File: src/rtl/ram_sdp_clr.sv
// ram_sdp_clr: single-clock simple-dual-port RAM with byte enables, write-first forwarding and a clear engine
//   clk      : rising-edge clock
//   rst      : asynchronous active-high reset; restarts the clear engine at address 0
//   clr      : request a full-array clear, sampled only when not busy
//   busy     : high while the clear engine runs; write/read ports are ignored
//   wr_en    : write strobe; wr_be byte enables; wr_addr / wr_data write address and data
//   rd_en    : read strobe; rd_addr read address
//   rd_data  : read data, held until the next accepted read
//   rd_valid : one-cycle pulse marking new rd_data
//   Optional macro RAM_SDP_OUTREG_EN adds an output register stage (2-cycle read latency).
module ram_sdp_clr #(
    parameter int DW = 16,
    parameter int AW = 6,
    parameter int MD = 64
) (
    input  logic                clk,
    input  logic                rst,
    input  logic                clr,
    output logic                busy,
    input  logic                wr_en,
    input  logic [DW/8-1:0]     wr_be,
    input  logic [AW-1:0]       wr_addr,
    input  logic [DW-1:0]       wr_data,
    input  logic                rd_en,
    input  logic [AW-1:0]       rd_addr,
    output logic [DW-1:0]       rd_data,
    output logic                rd_valid
);
    localparam int BE_W = DW / 8;
    localparam logic [0:0] S_CLEAR = 1'b0;
    localparam logic [0:0] S_READY = 1'b1;

    logic [0:0]    r_state;
    logic [AW-1:0] r_cnt;
    logic [DW-1:0] r_mem [MD];
    logic [DW-1:0] r_rd_data;
    logic          r_rd_valid;
    logic          w_busy;
    logic          w_last;
    logic          w_wr_in;
    logic          w_rd_in;
    logic          w_wr_ok;
    logic          w_rd_ok;
    logic          w_hit;
    logic [DW-1:0] w_old;
    logic [DW-1:0] w_fwd;

    assign w_busy  = (r_state == S_CLEAR);
    assign w_last  = (r_cnt == AW'(MD - 1));
    assign w_wr_in = int'(wr_addr) < MD;
    assign w_rd_in = int'(rd_addr) < MD;
    assign w_wr_ok = !w_busy && wr_en && w_wr_in;
    assign w_rd_ok = !w_busy && rd_en;
    assign w_hit   = w_wr_ok && (wr_addr == rd_addr);
    assign w_old   = w_rd_in ? r_mem[rd_addr] : '0;
    assign busy    = w_busy;

    // Write-first: a byte being written this edge overrides the stored byte on a same-address read.
    genvar g;
    generate
        for (g = 0; g < BE_W; g++) begin : g_fwd
            assign w_fwd[8*g +: 8] = (w_hit && wr_be[g]) ? wr_data[8*g +: 8] : w_old[8*g +: 8];
        end
    endgenerate

    always_ff @(posedge clk or posedge rst) begin
        if (rst) begin
            r_state <= S_CLEAR;
            r_cnt   <= '0;
        end else if (w_busy) begin
            r_state <= w_last ? S_READY : S_CLEAR;
            r_cnt   <= w_last ? '0 : r_cnt + 1'b1;
        end else if (clr) begin
            r_state <= S_CLEAR;
            r_cnt   <= '0;
        end
    end

    // Array has no reset so it maps onto block RAM; the clear engine owns the port while busy.
    always_ff @(posedge clk) begin
        if (w_busy)
            r_mem[r_cnt] <= '0;
        else if (w_wr_ok)
            for (int i = 0; i < BE_W; i++)
                if (wr_be[i]) r_mem[wr_addr][8*i +: 8] <= wr_data[8*i +: 8];
    end

    always_ff @(posedge clk or posedge rst) begin
        if (rst) begin
            r_rd_data  <= '0;
            r_rd_valid <= 1'b0;
        end else begin
            r_rd_valid <= w_rd_ok;
            if (w_rd_ok) r_rd_data <= w_rd_in ? w_fwd : '0;
        end
    end

`ifdef RAM_SDP_OUTREG_EN
    logic [DW-1:0] r_out_data;
    logic          r_out_valid;

    always_ff @(posedge clk or posedge rst) begin
        if (rst) begin
            r_out_data  <= '0;
            r_out_valid <= 1'b0;
        end else if (w_busy) begin
            r_out_valid <= 1'b0;
        end else begin
            r_out_valid <= r_rd_valid;
            if (r_rd_valid) r_out_data <= r_rd_data;
        end
    end

    assign rd_data  = r_out_data;
    assign rd_valid = r_out_valid;
`else
    assign rd_data  = r_rd_data;
    assign rd_valid = r_rd_valid;
`endif
endmodule

File: config.mk
export PLATFORM = sky130hd
export DESIGN_NAME = ram_sdp_clr
export DESIGN_NICKNAME = d
export VERILOG_FILES = /design/src/rtl/ram_sdp_clr.sv
export SDC_FILE = /design/constraint.sdc
export NUM_CORES = 1
export LEC_CHECK = 0
export CAP_MARGIN = 40
export CORE_MARGIN = 2
export CORE_UTILIZATION = 45
export DETAILED_ROUTE_END_ITERATION = 6
export PLACE_DENSITY = 0.6
export SKIP_CTS_REPAIR_TIMING = 1
export SYNTH_ARGS = -nofsm -noshare
export SYNTH_HDL_FRONTEND = slang
export SYNTH_SLANG_ARGS = --single-unit
File: constraint.sdc
create_clock -name clk -period 3.5 [get_ports clk]
set_input_delay 0.35 -clock clk [delete_from_list [all_inputs] [get_ports clk]]
set_output_delay 0.35 -clock clk [all_outputs]
set_load 0.02 [all_outputs]
Word level (Yosys, flattened, before mapping)
Memories as Yosys holds them, arrays and structs flattened. A register that Yosys moved wholly into a read port is not among the register bits.
Index checks and enable logic that the tools add are counted.
Operators by class
  $add $sub $neg: 1
  equal/unequal tests: 2
  multiplexer cells: 18
  bitwise logic cells: 1
  reductions and logical operators: 3
Operators by type and width (count)
  6-bit 2-to-1 mux: 4
  16-bit 2-to-1 mux: 1
  16-bit OR reduction: 1
  1-bit 2-to-1 mux: 12
  6-bit by 1-bit adder with 6-bit output, second input constant: 1
  6-bit == test, second input constant: 1
  1-bit logical AND: 2
  2-bit 2-to-1 mux: 1
  2-bit inequality test, second input constant: 1
  1-bit NOT: 1
Storage, ports and cells
  bits in registers: 8
  RAM bits: 1024
  output and inout bits: 18
  logic and storage cells: 29
  memories: 1
Memory list
  r_mem: depth 64, bits a word 16, rd ports 1, clocked after Yosys merged registers in 1, wr ports 1, line 35  | logic [DW-1:0] r_mem [MD];

Longest topological paths before layout
  word-level depth: 6
  depth in mapped cells: 10

Least setup slack after synthesis
No wires, ideal clock.
  kind: input port to flip-flop
  from: input port wr_be[1]
  to: memory r_mem[30][0] (enable)
  arrival: 2.023 ns
  data required time: 3.130 ns
  path slack: 1.106 ns
  stages: 8
  cells stage by stage: o211a_4 > buf_8 > nand2_1 > o21ai_0 > or3_1 > clkbuf_1 > clkbuf_1 > nor2_1
On the way
  longest elaborated chain between the ends: 6
RTL lines
  start, declared: line 21  | input logic [DW/8-1:0] wr_be,
  1-bit 2-to-1 mux (*): line 85  | if (wr_be[i]) r_mem[wr_addr][8*i +: 8] <= wr_data[8*i +: 8];
  1-bit 2-to-1 mux (*): line 83  | else if (w_wr_ok)
  1-bit 2-to-1 mux (*): line 81  | if (w_busy)
  1-bit 2-to-1 mux (not written as such) (*): line 85
  16-bit OR reduction (no source line) (*)
  6-bit 2-to-1 mux (no source line) / 2-bit 2-to-1 mux (equally long branches)
  end, declared: line 35
Every way passes the cells marked *; elsewhere a longest branch is shown, timed or not.

Worst setup path after layout
  from: register r_state
  to: register r_rd_data[11] (netlist: rd_data[11]) (read register of r_mem)
On the way
  longest elaborated chain between the ends: 1
RTL lines
  start, declared: line 33  | logic [0:0] r_state;
  start signal, assigned: line 71  | r_state <= w_last ? S_READY : S_CLEAR;
  1-bit logical AND: line 53  | assign w_rd_ok = !w_busy && rd_en;
  end, declared: line 36  | logic [DW-1:0] r_rd_data;
No other way between the ends.
A chain may end at the register's enable or synchronous reset.

==> flow_summary_export.csv <==
group,metric,value,unit
run_status,status,"finished, final reports clean",
die,initial_core_util,0.4531,
cells_and_area,syn_to_final_growth,17.52,%
power_and_ir_drop,share_seq_of_total_power,0.493,
timing,fmax,0.3518,GHz
cells_and_area,final_layout_size_suffix_gt1_frac,0.2847,
critical_path,critPathRequiredTime,4030,ps
timing,drv_slew,0,
power_and_ir_drop,ir_drop,0.4614,mV
timing,rsz0062_at_grt,"false",
logic_synthesis,synth-seq-cells,1048,
cells_and_area,diodes,0,
timing,relSlewSlack,0.4389,
logic_synthesis,synth_edf_count,1024,
logic_synthesis,ys_warn_count,0,
critical_path,crit_type,"reg -> reg",
global_route,grt_use_total,0.2332,
critical_path,crit_start,"r_state$_DFF_PP0_",
critical_path,reg2reg_from,"r_state$_DFF_PP0_",
die,die_y,307.6,µm
detailed_routing,drtIter0Drc,2452,
min_path,hold_path.class,"in -> async",
power_and_ir_drop,p_per_area,620.3,mW/mm²
critical_path,cp_cell_sequence,"buf_4, o211a_4, buf_4, nand2_1, a32oi_1, o211a_1, and4_1, buf_4, a221oi_2",
clocking,htreeDepth,3,
global_route,grt.overflow.total,0,
logic_synthesis,synthesis.instances,2040,
die,num_io_pins,53,
cells_and_area,layout_commonest_cell,"edfxtp_1",
critical_path,slowest_delay,440,ps
die,core_area,0.09152,mm²
timing,tightest_slew,839.9,ps
logic_synthesis,synth.avg_cell_area,20.33,µm²
detailed_routing,wirelength,109000,µm
placed_design,place_inst,3457,
power_and_ir_drop,clock_power_share,0.373,
detailed_routing,ant_nets,0,
timing,final.setup.worst_slack,657.6,ps
die,die-width,307.6,µm
logic_synthesis,synthMuxAreaShare,0.1495,
timing,finalHoldViolations,0,
critical_path,cp.arrival,3370,ps
power_and_ir_drop,switching_share,0.2517,
logic_synthesis,synth-xor-area-share,0.0006035,
critical_path,critPathTopFamily,"compound AO/OA/AOI/OAI gates",
logic_synthesis,ys_seq_area_frac,0.7560,
timing,setup_viol,0,
cells_and_area,nets,2414,
detailed_routing,num_vias,21992,
global_route,grt_max_degree,50,
critical_path,critPathMaxFanout,19,
logic_synthesis,synth_top_family_by_area,"multiplexers",
logic_synthesis,postSynth.asyncResetShare,0.02290,
die,rows,111,
logic_synthesis,ys.flop_type,"edfxtp_1",
power_and_ir_drop,p_sw,7.610,mW
detailed_routing,vias_per_cell,6.022,
timing,period_needed,2842,ps
logic_synthesis,syn_nets,2076,
placed_design,hpwl,71480,µm
cells_and_area,fillers,7041,
logic_synthesis,synth_compound_area_frac,0.04194,
critical_path,cp-start-kind,"flop",
global_route,antenna_found_initial,3,
placed_design,dpl_worst_slack,213.6,ps
flow_run,drv_cap,0,
placed_design,port_buffers,52,
critical_path,crit_path_frequent_cell,"buf_4",
timing,fin_crit_sh,0.8121,
global_route,grt_pass1_vias,22418,
global_route,grt_pass1_wl,158200,µm
critical_path,cpMaxStageDelayCell,"o211a_1",
die,die-area,0.09459,mm²
logic_synthesis,synth_area,0.04147,mm²
detailed_routing,post_drt_wl_per_cell,29.83,µm
clocking,clkSinkCount,1048,
timing,skew,25.59,ps
critical_path,critPathBufInv,3,
logic_synthesis,synth-simple-area-share,0.03072,
clocking,cts_root_buffer,"clkbuf_16",
detailed_routing,drt-pass1-iter-count,5,
timing,holdWs,70.50,ps
power_and_ir_drop,leakagePower,16.39,nW
clocking,clk_latency,680,ps
logic_synthesis,synth_cell_type_count,66,
clocking,clkSlewWorstSetupHoldPaths,60,ps
clocking,cts_tree,"built",
clocking,clockBufferDepth,3,
placed_design,gp_congestion,0.9392,
logic_synthesis,synth_fa_ha_area_frac,0.0003017,
power_and_ir_drop,p_int,22.62,mW
clocking,cts_inserted_buffers,105,
power_and_ir_drop,combPwrFrac,0.134,
timing,fin_setup_tns,0,ps
cells_and_area,layout_common_cells,"edfxtp_1, buf_4, mux4_2",
critical_path,crit_path_end_kind,"flop",
cells_and_area,instances_no_fill,3652,
detailed_routing,drc_errors,0,
power groups by stage:
stage	clock [mW]	sequential, mW	combinational [mW]
after global routing	12.0	14.9	4.24
after floorplan	0	15.1	1.94
final	11.3	14.9	4.06
after CTS	11.5	14.9	4.02
after detailed placement	0	15.1	4.01
after global placement	0	15.1	3.97
registers in the layout (all words and copies together), names as in the netlist:
signal / flops
r_mem: 1024
r_cnt: 6
rd_data: 16
rd_valid: 1
r_state: 1
area by class of cell:
type                            count  area, µm²  share of cell area
Tap cell                         1186       1484             0.03045
Timing Repair Buffer              343       3082             0.06324
Clock inverter                     59      651.9             0.01338
Sequential cell                  1048      31350              0.6433
Inverter                           19      71.32            0.001463
Multi-Input combinational cell    861       9270              0.1902
Clock buffer                      136       2824             0.05795
routing by layer:
metal / global-route usage / wire (µm)
met5: 0 / 23
met4: 0.07147 / 3420
met3: 0.04666 / 9441
met2: 0.3676 / 51370
met1: 0.3307 / 44700
path summary, 6_finish.rpt:
kind                       slack [ps]  cells past startpoint                       to
setup / recovery                  660                      9  rd_data[11]$_DFFE_PP0P_
hold / removal                     70                      3   rd_data[6]$_DFFE_PP0P_
setup reg to reg                  660                      9  rd_data[11]$_DFFE_PP0P_
hold reg to reg                   540                      2   rd_data[5]$_DFFE_PP0P_
max in group asynchronous        3100                      3  rd_data[13]$_DFFE_PP0P_
min in group clk                  330                      2     r_cnt[1]$_DFFE_PP0P_
cells in the mapped netlist (6+ instances only):
| library cell | n | area share |
|---|---|---|
| inv_1 | 16 | 0.0014 |
| a2bb2oi_1 | 6 | 0.0013 |
| o21ai_0 | 37 | 0.0045 |
| mux4_1 | 18 | 0.011 |
| edfxtp_1 | 1024 | 0.74 |
| o221ai_1 | 6 | 0.0013 |
| nor2b_1 | 12 | 0.0018 |
| and2_1 | 10 | 0.0015 |
| mux4_2 | 208 | 0.11 |
| a221oi_1 | 26 | 0.0055 |
| dfrtp_1 | 24 | 0.014 |
| a21oi_1 | 12 | 0.0014 |
| nand2b_1 | 6 | 0.00091 |
| buf_4 | 14 | 0.0025 |
| a211oi_1 | 14 | 0.0025 |
| nor2_1 | 185 | 0.017 |
| o22ai_1 | 24 | 0.0036 |
| a22o_1 | 9 | 0.0019 |
| mux2i_1 | 94 | 0.023 |
| buf_2 | 24 | 0.0029 |
| clkbuf_1 | 41 | 0.0037 |
| a32oi_1 | 10 | 0.0021 |
| a22oi_1 | 33 | 0.0060 |
| buf_12 | 6 | 0.0029 |
| a221oi_2 | 9 | 0.0033 |
| nand2_1 | 66 | 0.0060 |
| buf_8 | 9 | 0.0033 |
| buf_6 | 11 | 0.0030 |
| o211ai_1 | 12 | 0.0022 |
| nand3_1 | 11 | 0.0013 |
stage by stage:
| step | cell area (µm²) | total power [mW] | util |
|---|---|---|---|
| global placement | 45250 | 19.09 | 0.4944 |
| floorplan | 41470 | 17.05 | - |
| finish | 48730 | 30.23 | 0.5325 |
| detailed placement | 45260 | 19.16 | 0.4945 |
| CTS | 48730 | 30.39 | 0.5325 |
| global route | 48730 | 31.14 | 0.5325 |
cells by family after synthesis:
| logic type | after synthesis |
|---|---|
| muxes | 327 |
| DFF | 1048 |
| buffers and inverters | 131 |
| and+or+nand+nor | 305 |
| xor gates and xnor gates | 2 |
| AOI/OAI and AO/OA | 226 |
| adders and majority gates | 1 |
worst register-to-register path: stages, from the launching register on:
cell	delay, ps
dfrtp_1	330
buf_4	210
o211a_4	310
buf_4	330
nand2_1	100
a32oi_1	220
o211a_1	440
and4_1	390
buf_4	260
a221oi_2	100
Power figures use the tool's default switching activity.
==> patch (same settings) <==
The option `RAM_SDP_OUTREG_EN` is turned on by a define.
--- a/src/rtl/ram_sdp_clr.sv
+++ b/src/rtl/ram_sdp_clr.sv
@@ -10,2 +10,4 @@
 //   Optional macro RAM_SDP_OUTREG_EN adds an output register stage (2-cycle read latency).
+`define RAM_SDP_OUTREG_EN
+
 module ram_sdp_clr #(
Formal check against the unedited RTL: same outputs for any inputs over 4 cycles, from zero or initial values and one cycle with rst high; that may be too few to reach the edited logic, so the function may still have changed.
==> patch against the original RTL <==
- power rose by 1.1%
- sequential power grew 3%
- setup slack worse by 0.045 ns
- wire length decreased by 5.7%
- final area grew 0.43%
- sequential cell count grew 17
- synthesized area rose by 0.23%
- count of clock-buffer cells in the layout is 5 lower
- critical endpoint is now r_rd_data[14]
==> patch: results (changes against the original RTL) <==
slew_headroom_pct: 46.0  # +2.1 points
yosys.area_share.xor_xnor_pct: 0.0632  # +0.0029 points
num_vias: 21500  # -2.2%
antenna_found_initial: 0  # -3
timing.clock.skew_ns: 0.0256  # -0.0000287 ns
ys_top_cells_by_area: "edfxtp_1 74%, mux4_2 14%, dfrtp_1 2.5%, nor2_1 1.4%, a22oi_1 1.0%"
crit_arrival_ns: 3.42  # +0.05 ns
r2r_cells: 6  # -3
crit_fanout: 1  # -18
max-vdd-ir-drop_uv: 379  # -18%
ys.flop_type: "edfxtp_1"
grt_pass1_wl_mm: 150  # -5.3%
cts_buffers: 104  # -0.95%
drive_gt1_share_pct: 31.3  # +2.8 points
cts_max_level: 3  # unchanged
r2r_start: "r_mem[19][14]"
grt_max_degree: 65  # +30%
synth.distinct_cells: 56  # -15%
gp_congestion: 0.870  # -7.4%
grt_usage_pct: 21.9  # -1.4 points
async_flop_share_pct: 3.85  # +1.6 points
diodes: 0  # unchanged
setup_viol: 0  # unchanged
yosysSeqAreaShare_pct: 76.5  # +0.85 points
worst-r2r-setup-slack_ns: 0.61  # -0.05 ns
hp-start: "wr_data[12]"
synthMuxAreaShare_pct: 14.6  # -0.30 points
switchingPower_mw: 7.64  # +0.44%
wl_per_cell_um: 28.4  # -4.9%
largest_register_ffs: 1024  # unchanged
hpwl_mm: 67.2  # -6.0%
hp-class: "in -> reg"
synth_compound_area_share_pct: 3.65  # -0.54 points
drtIter0Drc: 2535  # +3.4%
worstReg2RegEnd: "r_rd_data[14]"
first_pass_iters: 5  # unchanged
cellLeakagePower_nw: 16.2  # -1.4%
outcome: "completed"
cts_root_buf: "clkbuf_16"
nNetsFinal: 2385  # -1.2%
synthTopCellsByCount: "1024 x edfxtp_1, 256 x mux4_2, 156 x nor2_1, 77 x nand2_1, 58 x a22oi_1"
clockBufferDepth: 3  # unchanged
synthAdderAreaFrac_pct: 0.0301  # -0.000069 points
cts.clk_slew.worst_paths_ns: 0.07
syn-num-nets: 2051  # -1.2%
patch: cell types whose count changed after synthesis, sizes merged, moves of 19 or more:
cell    unedited run  this run
mux2i             96        12
o21ai             41         9
mux4             226       256
nor2             186       156
a22oi             33        58
o22ai             24        45
a221oi            35        16
patch: critical path, cell delays in order (launching register included):
cell and delay, ns:
edfxtp_1 0.36, mux4_2 0.50, a22o_1 0.22, a221oi_1 0.65, a2111oi_0 0.25, a221oi_1 0.59, a221oi_1 0.16
patch: logic make-up after synthesis:
kind of cell / Yosys count
flip-flops: 1065
AND/OR/NAND/NOR: 328
multiplexers: 286
AO/OA/AOI/OAI: 202
buffers and inverters: 130
XOR/XNOR: 3
adder cells (fa/ha/maj): 1
patch: area by class of cell:
cell class / instances / area [um2]
fillers: 7041 / 42700
inverters: 18 / 67.6
clock buffers: 131 / 2750
clock inverters: 64 / 728
flip-flops and latches: 1065 / 31800
well taps: 1186 / 1480
multi-input cells: 820 / 9170
repair buffers: 340 / 2960
patch: power by group through the flow:
stage               sequential (mW)  clock [mW]  combinational, mW
finish                         15.3        11.3               3.99
global route                   15.3        11.9               4.21
CTS                            15.3        11.5               3.97
detailed placement             15.5           0               3.96
global placement               15.5           0               3.89
floorplan                      15.4           0               2.00
patch: per-layer routing:
metal  up-vias  part of all wire (%)  global-route usage (%)
met1     11400                    42                    31.5
met5         -                     0                       0
li1       9043                     -                       -
met4         0                   2.3                    6.06
met3       128                   8.2                    4.65
met2       893                    47                    34.2
patch: through the flow:
stage                     util [%]  hold WS, ns  worst slack [ns]  area [um2]  instances
after floorplan                  -        0.443             0.833       41600       2015
after global placement        49.6        0.488             0.109       45400       3426
after detailed placement      49.6        0.493             0.434       45400       3428
after CTS                     53.4       -0.124             0.804       48900       3623
after global routing          53.4        0.315             0.544       48900       3624
final                         53.4        0.303             0.613       48900       3624
patch: worst max-delay path by stage:
stage	slack [ns]	start	depth (start not counted)	to
2_1_floorplan	0.83	wr_en	8	r_rd_data[0]
3_5_place_dp	0.43	wr_be[0]	8	r_rd_data[11]
6_report	0.61	r_mem[19][14]	6	r_rd_data[14]
5_1_grt	0.54	r_mem[23][14]	6	r_rd_data[14]
3_3_place_gp	0.11	wr_be[0]	6	r_mem[1][8]
4_1_cts	0.80	r_state	7	r_rd_data[8]
